File: src/rtl/clock_pkg.sv
// rtl/clock_pkg.sv - shared mode encodings, BCD limits and digit-increment helpers for the time counter
package clock_pkg;

  typedef enum logic [1:0] {
    MODE_RUN     = 2'b00,
    MODE_SET_HR  = 2'b01,
    MODE_SET_MIN = 2'b10
  } mode_e;

  localparam logic [3:0] SEC_T_MAX      = 4'd5;
  localparam logic [3:0] MIN_T_MAX      = 4'd5;
  localparam logic [3:0] HR_T_MAX       = 4'd2;
  localparam logic [3:0] HR_U_MAX_AT_2  = 4'd3;
  localparam logic [3:0] DIGIT_MAX      = 4'd9;

  typedef struct packed {
    logic [3:0] t_hours;
    logic [3:0] hours;
    logic [3:0] t_mins;
    logic [3:0] minutes;
    logic [3:0] t_secs;
    logic [3:0] seconds;
  } time_t;

  function automatic time_t bcd_inc_hours(input time_t t);
    time_t r;
    r = t;
    if (t.t_hours == HR_T_MAX && t.hours == HR_U_MAX_AT_2) begin
      r.t_hours = 4'd0;
      r.hours   = 4'd0;
    end else if (t.hours == DIGIT_MAX) begin
      r.hours   = 4'd0;
      r.t_hours = t.t_hours + 4'd1;
    end else begin
      r.hours = t.hours + 4'd1;
    end
    return r;
  endfunction

  // carry_out selects whether a 59->00 wrap ripples into the hours digits
  function automatic time_t bcd_inc_minutes(input time_t t, input logic carry_out);
    time_t r;
    r = t;
    if (t.minutes != DIGIT_MAX) begin
      r.minutes = t.minutes + 4'd1;
    end else begin
      r.minutes = 4'd0;
      if (t.t_mins != MIN_T_MAX) begin
        r.t_mins = t.t_mins + 4'd1;
      end else begin
        r.t_mins = 4'd0;
        if (carry_out) r = bcd_inc_hours(r);
      end
    end
    return r;
  endfunction

  function automatic time_t bcd_advance(input time_t t);
    time_t r;
    r = t;
    if (t.seconds != DIGIT_MAX) begin
      r.seconds = t.seconds + 4'd1;
    end else begin
      r.seconds = 4'd0;
      if (t.t_secs != SEC_T_MAX) begin
        r.t_secs = t.t_secs + 4'd1;
      end else begin
        r.t_secs = 4'd0;
        r = bcd_inc_minutes(r, 1'b1);
      end
    end
    return r;
  endfunction

endpackage

File: src/rtl/bcd_time_counter_if.sv
// rtl/bcd_time_counter_if.sv - display-side bundle: six BCD digits, seconds tick and current mode
interface bcd_time_counter_if;

  logic [3:0] seconds;
  logic [3:0] t_secs;
  logic [3:0] minutes;
  logic [3:0] t_mins;
  logic [3:0] hours;
  logic [3:0] t_hours;
  logic       sec_tick;
  logic [1:0] mode;

  modport master (
    output seconds, t_secs, minutes, t_mins, hours, t_hours, sec_tick, mode
  );

  modport slave (
    input seconds, t_secs, minutes, t_mins, hours, t_hours, sec_tick, mode
  );

endinterface

File: src/rtl/btn_sync_edge.sv
// rtl/btn_sync_edge.sv - two-flop synchronizer with rising-edge detect; one pulse per press
module btn_sync_edge (
  input  logic clk,
  input  logic rst_n,
  input  logic btn,
  output logic pulse
);

  logic [1:0] sync_q;
  logic       prev_q;

  always_ff @(posedge clk or negedge rst_n) begin
    if (!rst_n) begin
      sync_q <= 2'b00;
      prev_q <= 1'b0;
    end else begin
      sync_q <= {sync_q[0], btn};
      prev_q <= sync_q[1];
    end
  end

  // Combinational pulse so the action lands on the third edge after the input rises
  assign pulse = sync_q[1] & ~prev_q;

endmodule

File: src/rtl/bcd_time_counter.sv
// rtl/bcd_time_counter.sv - 1 Hz prescaler, cascaded 24-hour BCD counter and hour/minute set FSM
module bcd_time_counter
  import clock_pkg::*;
#(
  parameter int CLK_HZ = 50000000,
  parameter int CNT_W  = 26
) (
  input  logic                 clk,
  input  logic                 rst_n,
  input  logic                 btn_mode,
  input  logic                 btn_inc,
  bcd_time_counter_if.master   disp
);

  localparam logic [CNT_W-1:0] PRE_MAX = CNT_W'(CLK_HZ - 1);

  logic             mode_p;
  logic             inc_p;
  mode_e            state_q, state_d;
  time_t            time_q, time_d;
  logic [CNT_W-1:0] presc_q, presc_d;
  logic             tick_q, tick_d;

  btn_sync_edge u_mode_btn (
    .clk   (clk),
    .rst_n (rst_n),
    .btn   (btn_mode),
    .pulse (mode_p)
  );

  btn_sync_edge u_inc_btn (
    .clk   (clk),
    .rst_n (rst_n),
    .btn   (btn_inc),
    .pulse (inc_p)
  );

  always_ff @(posedge clk or negedge rst_n) begin
    if (!rst_n) begin
      state_q <= MODE_RUN;
      time_q  <= '0;
      presc_q <= '0;
      tick_q  <= 1'b0;
    end else begin
      state_q <= state_d;
      time_q  <= time_d;
      presc_q <= presc_d;
      tick_q  <= tick_d;
    end
  end

  // A mode pulse always takes priority; the inc pulse on that cycle is dropped
  always_comb begin
    state_d = state_q;
    time_d  = time_q;
    presc_d = presc_q;
    tick_d  = 1'b0;
    unique case (state_q)
      MODE_RUN: begin
        if (mode_p) begin
          state_d = MODE_SET_HR;
          presc_d = '0;
        end else if (presc_q == PRE_MAX) begin
          presc_d = '0;
          time_d  = bcd_advance(time_q);
          tick_d  = 1'b1;
        end else begin
          presc_d = presc_q + CNT_W'(1);
        end
      end
      MODE_SET_HR: begin
        presc_d = '0;
        if (mode_p) begin
          state_d = MODE_SET_MIN;
        end else if (inc_p) begin
          time_d = bcd_inc_hours(time_q);
        end
      end
      MODE_SET_MIN: begin
        if (mode_p) begin
          state_d        = MODE_RUN;
          time_d.seconds = 4'd0;
          time_d.t_secs  = 4'd0;
          presc_d        = '0;
        end else if (inc_p) begin
          time_d = bcd_inc_minutes(time_q, 1'b0);
        end
      end
      default: begin
        state_d = MODE_RUN;
      end
    endcase
  end

  assign disp.seconds  = time_q.seconds;
  assign disp.t_secs   = time_q.t_secs;
  assign disp.minutes  = time_q.minutes;
  assign disp.t_mins   = time_q.t_mins;
  assign disp.hours    = time_q.hours;
  assign disp.t_hours  = time_q.t_hours;
  assign disp.sec_tick = tick_q;
  assign disp.mode     = state_q;

endmodule

File: src/flat_wrapper.sv
// flat-port wrapper written by rule: the top's interface ports become plain ports
module bcd_time_counter_flat import clock_pkg::*;
#(
  parameter int CLK_HZ = 50000000,
  parameter int CNT_W  = 26
)
  (clk, rst_n, btn_mode, btn_inc, disp_seconds, disp_t_secs, disp_minutes, disp_t_mins, disp_hours, disp_t_hours, disp_sec_tick, disp_mode);
  bcd_time_counter_if disp_i ();
  input  logic clk;
  input  logic rst_n;
  input  logic btn_mode;
  input  logic btn_inc;
  output wire logic [$bits(disp_i.seconds)-1:0] disp_seconds;
  output wire logic [$bits(disp_i.t_secs)-1:0] disp_t_secs;
  output wire logic [$bits(disp_i.minutes)-1:0] disp_minutes;
  output wire logic [$bits(disp_i.t_mins)-1:0] disp_t_mins;
  output wire logic [$bits(disp_i.hours)-1:0] disp_hours;
  output wire logic [$bits(disp_i.t_hours)-1:0] disp_t_hours;
  output wire logic [$bits(disp_i.sec_tick)-1:0] disp_sec_tick;
  output wire logic [$bits(disp_i.mode)-1:0] disp_mode;
  assign disp_seconds = disp_i.seconds;
  assign disp_t_secs = disp_i.t_secs;
  assign disp_minutes = disp_i.minutes;
  assign disp_t_mins = disp_i.t_mins;
  assign disp_hours = disp_i.hours;
  assign disp_t_hours = disp_i.t_hours;
  assign disp_sec_tick = disp_i.sec_tick;
  assign disp_mode = disp_i.mode;
  bcd_time_counter #(.CLK_HZ(CLK_HZ), .CNT_W(CNT_W)) u_core (.clk(clk), .rst_n(rst_n), .btn_mode(btn_mode), .btn_inc(btn_inc), .disp(disp_i));
endmodule
File: config.mk
export PLATFORM = sky130hd
export DESIGN_NAME = bcd_time_counter_flat
export DESIGN_NICKNAME = d
export VERILOG_FILES = /design/src/rtl/clock_pkg.sv /design/src/rtl/bcd_time_counter_if.sv /design/src/rtl/btn_sync_edge.sv /design/src/rtl/bcd_time_counter.sv /design/src/flat_wrapper.sv
export SDC_FILE = /design/constraint.sdc
export NUM_CORES = 1
export LEC_CHECK = 0
export CORE_MARGIN = 2
export CORE_UTILIZATION = 55
export DETAILED_ROUTE_END_ITERATION = 10
export GPL_ROUTABILITY_DRIVEN = 1
export PLACE_DENSITY = 0.88
export SYNTH_ARGS = -nofsm -noshare
export SYNTH_HDL_FRONTEND = slang
export SYNTH_HIERARCHICAL = 1
export SYNTH_SLANG_ARGS = --single-unit
File: constraint.sdc
create_clock -name clk -period 2.4 [get_ports clk]
set_input_delay 0.24 -clock clk [delete_from_list [all_inputs] [get_ports clk]]
set_output_delay 0.24 -clock clk [all_outputs]
set_load 0.01 [all_outputs]
; ---- Word-level counts from Yosys, hierarchy flattened
; Index checks and enable logic that the tools add are counted.
[totals]
register_bits = 59
output_inout_bits = 27
wordCells = 93
[classes]
bitwise_logic = 6
reduce_logical = 12
muxes = 31
n_addsub = 7
eq_ne = 24
[op_table]
columns = op, count
row1 = $mux W24, 4
row2 = $mux W26, 3
row3 = $pmux W26 S3, 1
row4 = $pmux W24 S3, 1
row5 = $mux W16, 2
row6 = $mux W8, 4
row7 = $mux W4, 7
row8 = $add A26 B1 Y26 const B, 1
row9 = $eq A26 B26 Y1 const B, 1
row10 = $add A4 B1 Y4 const B, 6
row11 = $mux W20, 1
row12 = $reduce_and A10 Y1, 2
row13 = $ne A2 B2 Y1 const B, 8
row14 = $mux W12, 1
row15 = $ne A2 B1 Y1 const B, 6
row16 = $eq A4 B2 Y1 const B, 2
row17 = $ne A4 B3 Y1 const B, 2
row18 = $ne A4 B4 Y1 const B, 2
row19 = $reduce_and A8 Y1, 1
row20 = $mux W2, 3
row21 = $pmux W2 S3, 1
row22 = $reduce_and A6 Y1, 1
row23 = $reduce_and A5 Y1, 1
row24 = $eq A4 B4 Y1 const B, 1
row25 = 11 further kinds, 18

; ---- Depth between registers and ports, before layout
[logic_depth]
ltp_word = 10
mapped_depth = 9
mapped_depth_nobuf = 7

; ---- Modules after synthesis
; The synthesis kept the hierarchy.
[by_module_without_submodules]
columns = module, n_inst, cells_per_inst, seq_area_each_um2, area_per_inst_um2
row1 = bcd_time_counter, 1, 348, 1326.3, 3250.6
row2 = btn_sync_edge, 2, 4, 75.1, 88.8

; ---- Least setup slack after synthesis
; OpenSTA, ideal clock, no wires.
[synth_timing]
kind = flip-flop to flip-flop
startpoint = register u_core.state_q[0], in the netlist u_core/disp.mode[0]
endpoint = register u_core.time_q, in the netlist u_core/disp.minutes[0]
setup_ns = 0.128
t_required_ns = 2.272
path_buffers = 2
slack_ns = 0.147
stages_incl_launch_ff = 10
period_less_slack_ns = 2.253
arrival_ns = 2.125
cell_sequence = dfrtp_1 -> inv_1 -> ha_1 -> buf_4 -> mux2i_1 -> or3_1 -> nand2b_1 -> buf_2 -> or2_1 -> mux2_1
[synth_between]
elab_chain_cells = 3
word_cells_on_any_way = 13
classes_between = eq/ne: 8 / mux: 1 / bitwise: 1 / reduce/logical: 3
[synth_rtl]
columns = item, line_no
row1 = from (decl), bcd_time_counter.sv:19  ; mode_e state_q, state_d;
row2 = from (signal assigned), bcd_time_counter.sv:45  ; state_q <= state_d;
row3 = $eq A2 B2 Y1 (tied with other cells), bcd_time_counter.sv:58  ; unique case (state_q)
row4 = $ne A2 B2 Y1 (no line) (tied with other cells), -
row5 = $reduce_and A8 Y1 (no line), -
row6 = to (signal assigned), bcd_time_counter.sv:46  ; time_q <= time_d;
row7 = to (decl), bcd_time_counter.sv:20  ; time_t time_q, time_d;
; Parallel ways exist; a longest one is shown, timed or not.
; A chain may end at the register's enable or synchronous reset.

; ---- Final worst setup path
[layout_timing]
startpoint = register u_core.state_q[1], in the netlist u_core/disp.mode[1]
endpoint = register u_core.time_q, in the netlist u_core/disp.t_mins[2]
[layout_between]
elab_chain_cells = 3
word_cells_on_any_way = 15
classes_between = eq/ne: 10 / mux: 1 / bitwise: 1 / reduce/logical: 3
[layout_rtl]
columns = item, line_no
row1 = $eq A2 B2 Y1 (tied with other cells), bcd_time_counter.sv:58
row2 = $ne A2 B2 Y1 (no line) (tied with other cells), -
row3 = $reduce_and A10 Y1 (no line), -
; Parallel ways exist; a longest one is shown, timed or not.

==> metrics.txt <==
DIE WIDTH 83.0 um; Residual DRC 0; Final Instance Area 4130 um^2; overall die area 6880 um^2; Synth cell types 61; cts bufs inserted 9; setup violation total in the final timing report 0; core area 5960 um^2; initial antenna violation count 0; drt first pass iters 4; top cells by count, synth dfrtp_1 (59), nor2_1 (30), nand2_1 (27); initial core utilization 57.6%; first-pass GRT wire length 13.3 mm; slew margin rel. 55.5%; Finished Core Util 69.3%; n_diodes 0; max-slew violation count 0; cell area after synthesis 3430 um^2; Seq/Total Area, Yosys 43.1%; CTS sink count 59; count leader, synth dfrtp_1; Switching Share 39.8%; fraction of registers with async set/reset 100%; skew final 0.00874 ns; Main synth FF type dfrtp_1; Syn Nets 374; status finished, final reports clean; top post-synthesis cells by area dfrtp_1 (43%), ha_1 (5.1%), xor2_1 (3.3%); Critical Path End Type register; post-route setup TNS 0 ns; CP arrival 2.44 ns; synthesized flop and latch total 59; hpwl dp 5.25 mm; met2 wire len 3.70 mm; Combinational Power Share 44.4%; number of post-CTS setup repair buffers 0; H-tree Lvls 3; Max Cap Viol 0; top layer in use met4; Synth top area share 43.1%; sw power 1.67 mW; fin crit period 2.22 ns; Final period util 92.7%; Metal-1 WL 3.40 mm; warnings from Yosys 6; Fill cells 457; VDD IR max 0.000690 V; CP Class register to register; Global Route Usage Sum 23.4%; # IOs 31; Startpoint Class register; Area after DPL 3880 um^2; total congestion overflow 0; Root Buffer Master clkbuf_8; buffers added on ports 30; vias per inst 6.12; clock share of power 23.3%; Hold Crit Class input port to asynchronous set/reset pin; Hold Vio Cnt, Final 0; metal3 WL 321 um; Mapped Cells 356; remaining antenna violation count 0; WL/cell 15.6 um; Die Ht 83.0 um; clk buf depth 2; pin count of the biggest net entering global routing 25; NumNets Final 420; Rows 28; via count 2951; number of global-route vias before repair 2994; leakage power 1.74 nW; CP required 2.62 ns; Layout area overhead 20.5%; clock latency on the worst-skew pair 0.33 ns; CP max FO 9; fmax 450 MHz; top cell type by total area after synthesis dfrtp_1; power density over the cells 1010 nW/um^2; GPL Wtd Cong 0.889; drt first-iter violations 190; Post-synth EDFFs 0; total wire length 7.53 mm; CTS clk-pin slew, worst paths 0.07 ns; Reg power frac 32.3%; CTS tree done; layout cells sized above 1 13.8%; Pint 2.52 mW; Worst Tran Pin Value 0.666 ns; syn_area_per_cell 9.63 um^2
-- repair_timing --
| item | CTS | global route |
|---|---|---|
| hold endpoints to repair | 14 | 0 |
| hold buffers | 1 | 0 |
| resized for setup | 0 | 7 |
| setup endpoints to repair | 0 | 12 |
-- power by group through the flow --
stage | sequential, mW | clock (mW) | combinational [mW]
after floorplan | 1.39 | 0 | 1.09
after global placement | 1.35 | 0 | 1.72
after detailed placement | 1.36 | 0 | 1.78
after CTS | 1.34 | 0.996 | 1.79
after global routing | 1.38 | 1.04 | 2.06
final | 1.35 | 0.976 | 1.86
-- metrics by stage --
step / hold slack [ns] / worst slack, ns / cells / power (mW)
floorplan: -0.0556 / 0.147 / 356 / 2.48
global route: 0.338 / -0.0265 / 482 / 4.47
finish: 0.342 / 0.176 / 482 / 4.18
CTS: 0.324 / 0.0860 / 482 / 4.13
detailed placement: 0.175 / 0.0898 / 465 / 3.14
global placement: 0.177 / 0.204 / 465 / 3.07
-- final timing paths --
path | end | slack [ns] | depth (start not counted) | startpoint
setup / recovery | u_core/disp.t_mins[2] | 0.18 | 7 | u_core/disp.mode[1]
hold / removal | u_core/presc_q[16] | 0.34 | 2 | rst_n
setup reg to reg | u_core/disp.t_mins[2] | 0.18 | 7 | u_core/disp.mode[1]
hold reg to reg | u_core/u_inc_btn/sync_q[1] | 0.35 | 0 | u_core/u_inc_btn/sync_q[0]
max in group asynchronous | u_core/disp.mode[0] | 1.40 | 3 | rst_n
min in group clk | u_core/u_mode_btn/sync_q[0] | 0.34 | 1 | btn_mode
-- cells by family (layout without fill, tap and decap cells) --
kind of cell	after synthesis	in the layout	synth area share [%]
AND/OR/NAND/NOR	153	153	25.7
multiplexers	8	8	2.52
flip-flops	59	59	43.1
adder cells (fa/ha/maj)	14	14	5.11
AO/OA/AOI/OAI	79	79	16.2
buffers and inverters	27	78	3.28
XOR/XNOR	16	16	4.09
-- sequential cells by signal, summed over array words and instances (netlist names) --
register,count
u_core/disp.hours,4
u_core/disp.minutes,4
u_core/disp.mode,2
u_core/disp.sec_tick,1
u_core/disp.seconds,4
u_core/disp.t_hours,4
u_core/disp.t_mins,4
u_core/disp.t_secs,4
u_core/presc_q,26
u_core/u_inc_btn/prev_q,1
u_core/u_inc_btn/sync_q,2
u_core/u_mode_btn/prev_q,1
u_core/u_mode_btn/sync_q,2
-- critical path, stage by stage, from the launching register on --
cell and delay [ns]:
dfrtp_1 0.41, inv_1 0.14, ha_2 0.25, mux2i_1 0.10
or3_1 0.33, nand2b_2 0.27, or2_1 0.28, o41ai_1 0.34
-- layout make-up --
class                   count  area (um^2)  share of cell area (%)
multi-input cells         270         1860                    45.1
flip-flops and latches     59         1480                    35.8
repair buffers             48          433                    10.5
clock buffers              11          131                    3.18
well taps                  75         93.8                    2.27
clock inverters             5         77.6                    1.88
inverters                  14         52.6                    1.27
-- cell usage in the layout (no fill, tap or decap), types with 4 or more instances in the layout --
cell             instances
inv_1                   14
nand2b_1                 5
nor2_1                  29
a22o_1                   4
and3_1                  12
mux2_2                   4
clkbuf_8                 9
or3_1                    6
nand2_1                 27
o21ai_0                 17
a21oi_1                 17
dfrtp_1                 58
xor2_1                  13
nand3_1                 20
o41ai_1                  6
ha_1                    13
buf_4                   17
nor3_1                   8
clkdlybuf4s50_1         29
o31ai_1                 15
nand3b_1                 4
nand4_1                  8
-- layer usage --
metal / up-vias / GRT usage [%]
li1: 1402 / -
met1: 1456 / 30.6
met2: 79 / 38.3
met3: 14 / 3.48
met4: 0 / 11.2
met5: - / 0
(Power assumes the default switching activity.)
